$ cat config.mk
export PLATFORM = sky130hd
export DESIGN_NAME = serial_cla_adder_flat
export DESIGN_NICKNAME = d
export VERILOG_FILES = /design/src/rtl/serial_cla_adder_if.sv /design/src/rtl/serial_cla_adder.sv /design/src/flat_wrapper.sv
export SDC_FILE = /design/constraint.sdc
export NUM_CORES = 1
export LEC_CHECK = 0
export ABC_CLOCK_PERIOD_IN_PS = 2200
export CAP_MARGIN = 10
export CORE_MARGIN = 1.5
export CORE_UTILIZATION = 35
export DETAILED_ROUTE_END_ITERATION = 8
export MAX_ROUTING_LAYER = met4
export PLACE_DENSITY = 0.58
export SYNTH_ARGS = -nofsm -noshare
export SYNTH_HDL_FRONTEND = slang
export SYNTH_SLANG_ARGS = --single-unit
$ cat constraint.sdc
create_clock -name clk -period 2.2 [get_ports clk]
set_input_delay 0.55 -clock clk [delete_from_list [all_inputs] [get_ports clk]]
set_output_delay 0.55 -clock clk [all_outputs]
set_load 0.05 [all_outputs]
$ cat src/rtl/serial_cla_adder_if.sv
// serial_cla_adder_if: operand/result handshake bundle for serial_cla_adder.
// The slave modport is the adder side, the master modport is the producer/consumer side.
// Optional build macro OVERFLOW_EN adds the signed-overflow flag (ovf).
interface serial_cla_adder_if #(
   parameter int WIDTH = 16
);
   logic             in_valid;
   logic             in_ready;
   logic [WIDTH-1:0] a;
   logic [WIDTH-1:0] b;
   logic             cin;
   logic             out_valid;
   logic             out_ready;
   logic [WIDTH-1:0] sum;
   logic             cout;
`ifdef OVERFLOW_EN
   logic             ovf;

   modport slave (
      input  in_valid, a, b, cin, out_ready,
      output in_ready, out_valid, sum, cout, ovf
   );

   modport master (
      output in_valid, a, b, cin, out_ready,
      input  in_ready, out_valid, sum, cout, ovf
   );
`else
   modport slave (
      input  in_valid, a, b, cin, out_ready,
      output in_ready, out_valid, sum, cout
   );

   modport master (
      output in_valid, a, b, cin, out_ready,
      input  in_ready, out_valid, sum, cout
   );
`endif
endinterface

$ cat src/rtl/serial_cla_adder.sv
// serial_cla_adder: WIDTH-bit adder that walks the operands one nibble per
// cycle through a 4-bit carry-lookahead slice, carrying between cycles.
// Accept in IDLE, NIB cycles of RUN, result presented in DONE until taken.
// Optional build macro OVERFLOW_EN: captures operand MSBs and drives ovf.
module serial_cla_adder #(
   parameter int WIDTH = 16
) (
   input logic               clk,
   input logic               rst,
   serial_cla_adder_if.slave bus
);

   localparam int NIB   = WIDTH / 4;
   localparam int IDX_W = (NIB > 1) ? $clog2(NIB) : 1;
   localparam logic [IDX_W-1:0] LAST_IDX = IDX_W'(NIB - 1);
   localparam logic [IDX_W-1:0] IDX_ONE  = IDX_W'(1);
   localparam logic [IDX_W-1:0] IDX_ZERO = IDX_W'(0);

   typedef enum logic [1:0] {
      ST_IDLE = 2'd0,
      ST_RUN  = 2'd1,
      ST_DONE = 2'd2
   } state_t;

   // 4-bit carry-lookahead slice; returns {carry_out, sum[3:0]}.
   // Carries are flattened from the generate/propagate terms so no carry
   // ripples inside the slice.
   function automatic logic [4:0] cla4(
      input logic [3:0] a4,
      input logic [3:0] b4,
      input logic       c0
   );
      logic [3:0] p_s;
      logic [3:0] g_s;
      logic [4:0] c_s;
      p_s    = a4 ^ b4;
      g_s    = a4 & b4;
      c_s[0] = c0;
      c_s[1] = g_s[0] | (p_s[0] & c0);
      c_s[2] = g_s[1] | (p_s[1] & g_s[0]) | (p_s[1] & p_s[0] & c0);
      c_s[3] = g_s[2] | (p_s[2] & g_s[1]) | (p_s[2] & p_s[1] & g_s[0])
             | (p_s[2] & p_s[1] & p_s[0] & c0);
      c_s[4] = g_s[3] | (p_s[3] & g_s[2]) | (p_s[3] & p_s[2] & g_s[1])
             | (p_s[3] & p_s[2] & p_s[1] & g_s[0])
             | (p_s[3] & p_s[2] & p_s[1] & p_s[0] & c0);
      return {c_s[4], p_s ^ c_s[3:0]};
   endfunction

   state_t           state_r;
   state_t           state_nx_s;
   logic             in_ready_r;
   logic             in_ready_nx_s;
   logic             out_valid_r;
   logic             out_valid_nx_s;

   logic [WIDTH-1:0] a_r;
   logic [WIDTH-1:0] b_r;
   logic [WIDTH-1:0] acc_r;
   logic             carry_r;
   logic [IDX_W-1:0] idx_r;
   logic [WIDTH-1:0] sum_r;
   logic             cout_r;

   logic [4:0]       slice_s;
   logic [WIDTH+3:0] shift_s;
   logic [WIDTH-1:0] acc_nx_s;
   logic             last_s;
   logic             accept_s;

`ifdef OVERFLOW_EN
   logic             a_msb_r;
   logic             b_msb_r;
   logic             ovf_r;
`endif

   // Slice datapath: low nibbles plus running carry; new nibble enters the
   // accumulator from the MSB end (the concat form also covers WIDTH=4).
   assign slice_s  = cla4(a_r[3:0], b_r[3:0], carry_r);
   assign shift_s  = {slice_s[3:0], acc_r};
   assign acc_nx_s = shift_s[WIDTH+3:4];
   assign last_s   = (idx_r == LAST_IDX);
   assign accept_s = (state_r == ST_IDLE) & bus.in_valid;

   // State register with registered handshake outputs decoded from next state.
   always_ff @(posedge clk or posedge rst) begin
      if (rst) begin
         state_r     <= ST_IDLE;
         in_ready_r  <= 1'b1;
         out_valid_r <= 1'b0;
      end else begin
         state_r     <= state_nx_s;
         in_ready_r  <= in_ready_nx_s;
         out_valid_r <= out_valid_nx_s;
      end
   end

   // Next-state logic: IDLE -> RUN on accept, RUN -> DONE after last nibble,
   // DONE -> IDLE when the consumer takes the result.
   always_comb begin
      state_nx_s = state_r;
      case (state_r)
         ST_IDLE: begin
            if (bus.in_valid) begin
               state_nx_s = ST_RUN;
            end else begin
               state_nx_s = ST_IDLE;
            end
         end
         ST_RUN: begin
            if (last_s) begin
               state_nx_s = ST_DONE;
            end else begin
               state_nx_s = ST_RUN;
            end
         end
         ST_DONE: begin
            if (bus.out_ready) begin
               state_nx_s = ST_IDLE;
            end else begin
               state_nx_s = ST_DONE;
            end
         end
         default: begin
            state_nx_s = ST_IDLE;
         end
      endcase
   end

   // Output decode of the upcoming state so in_ready/out_valid come from flops.
   always_comb begin
      in_ready_nx_s  = 1'b0;
      out_valid_nx_s = 1'b0;
      case (state_nx_s)
         ST_IDLE: begin
            in_ready_nx_s = 1'b1;
         end
         ST_RUN: begin
            in_ready_nx_s  = 1'b0;
            out_valid_nx_s = 1'b0;
         end
         ST_DONE: begin
            out_valid_nx_s = 1'b1;
         end
         default: begin
            in_ready_nx_s  = 1'b0;
            out_valid_nx_s = 1'b0;
         end
      endcase
   end

   // Operand capture, per-nibble shifting and result latching.
   always_ff @(posedge clk or posedge rst) begin
      if (rst) begin
         a_r     <= {WIDTH{1'b0}};
         b_r     <= {WIDTH{1'b0}};
         acc_r   <= {WIDTH{1'b0}};
         carry_r <= 1'b0;
         idx_r   <= IDX_ZERO;
         sum_r   <= {WIDTH{1'b0}};
         cout_r  <= 1'b0;
      end else begin
         case (state_r)
            ST_IDLE: begin
               if (accept_s) begin
                  a_r     <= bus.a;
                  b_r     <= bus.b;
                  carry_r <= bus.cin;
                  idx_r   <= IDX_ZERO;
               end
            end
            ST_RUN: begin
               a_r     <= a_r >> 3'd4;
               b_r     <= b_r >> 3'd4;
               acc_r   <= acc_nx_s;
               carry_r <= slice_s[4];
               idx_r   <= idx_r + IDX_ONE;
               if (last_s) begin
                  sum_r  <= acc_nx_s;
                  cout_r <= slice_s[4];
               end
            end
            ST_DONE: begin
               sum_r <= sum_r;
            end
            default: begin
               idx_r <= IDX_ZERO;
            end
         endcase
      end
   end

`ifdef OVERFLOW_EN
   // Operand sign capture at accept and signed-overflow flag at the last nibble.
   always_ff @(posedge clk or posedge rst) begin
      if (rst) begin
         a_msb_r <= 1'b0;
         b_msb_r <= 1'b0;
         ovf_r   <= 1'b0;
      end else begin
         if (accept_s) begin
            a_msb_r <= bus.a[WIDTH-1];
            b_msb_r <= bus.b[WIDTH-1];
         end
         if ((state_r == ST_RUN) && last_s) begin
            ovf_r <= (a_msb_r == b_msb_r) & (acc_nx_s[WIDTH-1] != a_msb_r);
         end
      end
   end

   assign bus.ovf = ovf_r;
`endif

   assign bus.in_ready  = in_ready_r;
   assign bus.out_valid = out_valid_r;
   assign bus.sum       = sum_r;
   assign bus.cout      = cout_r;

endmodule
$ cat src/flat_wrapper.sv
// flat-port wrapper written by rule: the top's interface ports become plain ports
module serial_cla_adder_flat 
#(
   parameter int WIDTH = 16
)
  (clk, rst, bus_in_valid, bus_a, bus_b, bus_cin, bus_out_ready, bus_in_ready, bus_out_valid, bus_sum, bus_cout);
  serial_cla_adder_if #(.WIDTH(WIDTH)) bus_i ();
  input logic clk;
  input logic rst;
  input wire logic [$bits(bus_i.in_valid)-1:0] bus_in_valid;
  input wire logic [$bits(bus_i.a)-1:0] bus_a;
  input wire logic [$bits(bus_i.b)-1:0] bus_b;
  input wire logic [$bits(bus_i.cin)-1:0] bus_cin;
  input wire logic [$bits(bus_i.out_ready)-1:0] bus_out_ready;
  output wire logic [$bits(bus_i.in_ready)-1:0] bus_in_ready;
  output wire logic [$bits(bus_i.out_valid)-1:0] bus_out_valid;
  output wire logic [$bits(bus_i.sum)-1:0] bus_sum;
  output wire logic [$bits(bus_i.cout)-1:0] bus_cout;
  assign bus_i.in_valid = bus_in_valid;
  assign bus_i.a = bus_a;
  assign bus_i.b = bus_b;
  assign bus_i.cin = bus_cin;
  assign bus_i.out_ready = bus_out_ready;
  assign bus_in_ready = bus_i.in_ready;
  assign bus_out_valid = bus_i.out_valid;
  assign bus_sum = bus_i.sum;
  assign bus_cout = bus_i.cout;
  serial_cla_adder #(.WIDTH(WIDTH)) u_core (.clk(clk), .rst(rst), .bus(bus_i));
endmodule
==> results.md <==
- Reg-to-reg endpoint: u_core.bus.cout$_DFFE_PP0P_
- Clock root buffer: clkbuf_8
- Post-Synth Adder-Cell Area: 0.0280
- Hold path depth: 2
- Final Hold Fails: 0
- GRT busiest layer: met2
- Met1 usage in global routing: 0.199
- Family with the most delay on the worst path: buffers and inverters
- Diodes inserted: 0
- Status: completed
- HP Start: u_core.acc_r[7]$_DFFE_PP0N_
- Cell Area, Synth: between 2000 and 3000 µm²
- Slew margin rel.: 0.584
- Initial DRC count: 93
- IO Pins: 56
- WL per Instance: around 14 µm
- Shortest period the worst path allows: around 2100 ps
- VDD IR max: roughly 0.00046 V
- Nets: roughly 380
- Cts bufs inserted: 9
- H-tree depth: 3
- Clk sink count: a little under 70
- Tot Pwr: between 5 and 6 mW
- Die height: ~95 µm
- Number of remaining DRC errors: 0
- Vias: around 2,200
- Worst Hold Class: reg -> reg
- Avg Cell Area, Syn: roughly 11 µm²
- Final worst-path cycle share: 0.944
- Area post-placement: approximately 3600 µm²
- Worst r2r src: u_core.state_r[1]$_DFF_PP0_
- Post CTS Setup Buffer Count: 0
- Startpoint Class: register
- Initial Util: 0.360
- Worst skew pair latency: roughly 340 ps
- Initial DRT Pass Iterations: 5
- Crit path kind: reg -> out
- CTS Hold Buffers Added: 0
- RD Place Congestion: around 0.76
- Syn Nets: between 300 and 400
- Met3 usage: 0.0499
- Fraction of the mapped netlist area in simple logic gates: 0.119
- Post-synth cell types: 26
- Ys flop type: dfrtp_1
- PortBufs: between 50 and 60
- Max Cap Violations: 0
- DRT antenna net count: 0
- Gr usage total: 0.155
- XOR/XNOR Fraction of Synth Area: 0.00892
- Rows: 33
- Share of cells above drive strength 1: 0.127
- CP cell instances: clkdlybuf4s50_1
- Worst Path Arrival: roughly 1500 ps
- Most frequent cells in the layout: nand2_1 (67), dfrtp_1 (67), clkdlybuf4s50_1 (54)
- CTS tree: yes
- CTS clk-pin slew, worst paths: about 70 ps
- Clock buffer depth: 2
- Synth Area in Compound Gates: 0.167
- Vias in the first global route: between 2,000 and 2,500
- Final Skew: about 9.4 ps
- Syn Inst Count: roughly 280
- Final Instance Area: approximately 3900 µm²
- Portion of netlist area occupied by mux cells: 0.0573
- Largest net degree at the start of global routing: 69
- Post-synth EDFFs: 0
- Layout Area Growth over Synthesis: 31.1%
- Final wirelength: 6140 µm
- Fin util: 0.473
- CP Depth: 1
- Post_cts resized: 0
- M2 GR Usage: 0.232
- Final HPWL DP: 4030 µm
- Warnings from Yosys: 0
- Crit Path Max Fanout: 2
- Largest family of logic cells by synthesized area: compound AO/OA/AOI/OAI gates
- Final Setup Violations: 0
- Fmax: 482 MHz
- Core Area: 8180 µm²
- R2R Setup Slk: between 400 and 500 ps
- First-pass GRT wire length: approximately 10,000 µm
- RSZ-0062 raised after global routing: no
- Bufs and invs on worst path: 1
- Final slew viol count: 0
- Worst Reg-to-Reg Cells: 5
- Setup TNS: 0 ps
- Slowest cell on the critical path: clkdlybuf4s50_1
- Power per cell area: between 1000 and 1500 nW/µm²
- WP data required: ~1700 ps
- Global route overflow: 0
- Max incr delay on CP: about 810 ps
- Worst-margin pin slew: 623 ps
- Post-route setup slack: about 120 ps
- # fillers: about 810
- Vias per inst: between 4 and 5
- Die area: between 8000 and 9000 µm²
- P_leak: roughly 1.7 nW
- Die W: about 95 µm
- Crit path capture type: output pin
- Setup WS pre-CTS: roughly 88 ps
- Initial antenna violation count: 0
- #FFs+latches synth: 68
- Seq/Total Area, Yosys: 0.578
- Hold endpoint: u_core.acc_r[7]$_DFFE_PP0N_
- FFs w/ async S/R, synth: 1.00
-- power by group --
group          switching, mW  internal (mW)  leakage [nW]
Combinational           1.48          0.985         0.737
Clock                  0.450          0.774         0.122
Sequential             0.313           1.78         0.870
-- routing by layer --
metal / wire length, µm / share of wire / vias to the layer above
li1: - / - / 1067
met1: 2980 / 0.48 / 1044
met2: 2860 / 0.46 / 56
met3: 240 / 0.039 / 8
met4: 70 / 0.011 / 0
met5: 0 / 0 / -
-- Yosys cell counts (2+ instances only) --
| cell type | n | area [µm²] |
|---|---|---|
| a21oi_1 | 8 | 40.0 |
| a22o_1 | 4 | 35.0 |
| a22oi_1 | 25 | 188 |
| buf_2 | 7 | 35.0 |
| buf_4 | 4 | 30.0 |
| clkbuf_1 | 7 | 26.3 |
| dfrtp_1 | 67 | 1680 |
| ha_1 | 5 | 62.6 |
| inv_1 | 5 | 18.8 |
| mux2_2 | 3 | 33.8 |
| mux2_4 | 9 | 135 |
| nand2_1 | 67 | 251 |
| nor2_1 | 6 | 22.5 |
| nor2b_1 | 8 | 50.1 |
| o21ai_0 | 40 | 200 |
| o21bai_1 | 3 | 22.5 |
| xnor2_1 | 2 | 17.5 |
-- how the worst max path moves through the flow --
| stage | slack, ps | start | to |
|---|---|---|---|
| 6_report | 120 | u_core.bus.cout$_DFFE_PP0P_ | bus_cout |
| 5_1_grt | 50 | u_core.bus.cout$_DFFE_PP0P_ | bus_cout |
| 4_1_cts | 90 | u_core.bus.cout$_DFFE_PP0P_ | bus_cout |
| 3_5_place_dp | 90 | bus_in_valid | u_core.b_r[14]$_DFFE_PP0P_ |
| 3_3_place_gp | 150 | bus_in_valid | u_core.a_r[15]$_DFFE_PP0P_ |
| 2_1_floorplan | 780 | u_core.b_r[0]$_DFFE_PP0P_ | u_core.bus.sum[15]$_DFFE_PP0P_ |
-- logic make-up (layout without fill, tap and decap cells) --
logic type | Yosys count | count (layout)
adders and majority gates | 6 | 6
buffers and inverters | 24 | 84
muxes | 12 | 12
DFF | 68 | 68
AOI/OAI and AO/OA | 81 | 81
and+or+nand+nor | 85 | 85
xor gates and xnor gates | 3 | 3
-- stage by stage --
step / hold slack, ps / std cells
final: 479 / 444
after global routing: 512 / 444
after CTS: 483 / 444
after detailed placement: 466 / 429
after global placement: 462 / 429
after floorplan: 446 / 279
-- layout make-up --
| type | instances | area [µm²] | share of cell area |
|---|---|---|---|
| repair buffers | 64 | 641 | 0.166 |
| clock inverters | 5 | 100 | 0.0259 |
| multi-input cells | 187 | 1130 | 0.292 |
| inverters | 5 | 22.5 | 0.00583 |
| clock buffers | 10 | 138 | 0.0356 |
| well taps | 105 | 131 | 0.0340 |
| flip-flops and latches | 68 | 1700 | 0.441 |
-- registers in the layout (all words and copies together) (netlist names) --
register	count
u_core.a_r	16
u_core.b_r	16
u_core.bus.sum	16
u_core.acc_r	12
u_core.idx_r	2
u_core.state_r	2
u_core.bus.cout	1
u_core.bus.in_ready	1
u_core.bus.out_valid	1
u_core.carry_r	1
No activity file was read; power rests on OpenSTA's default activity.
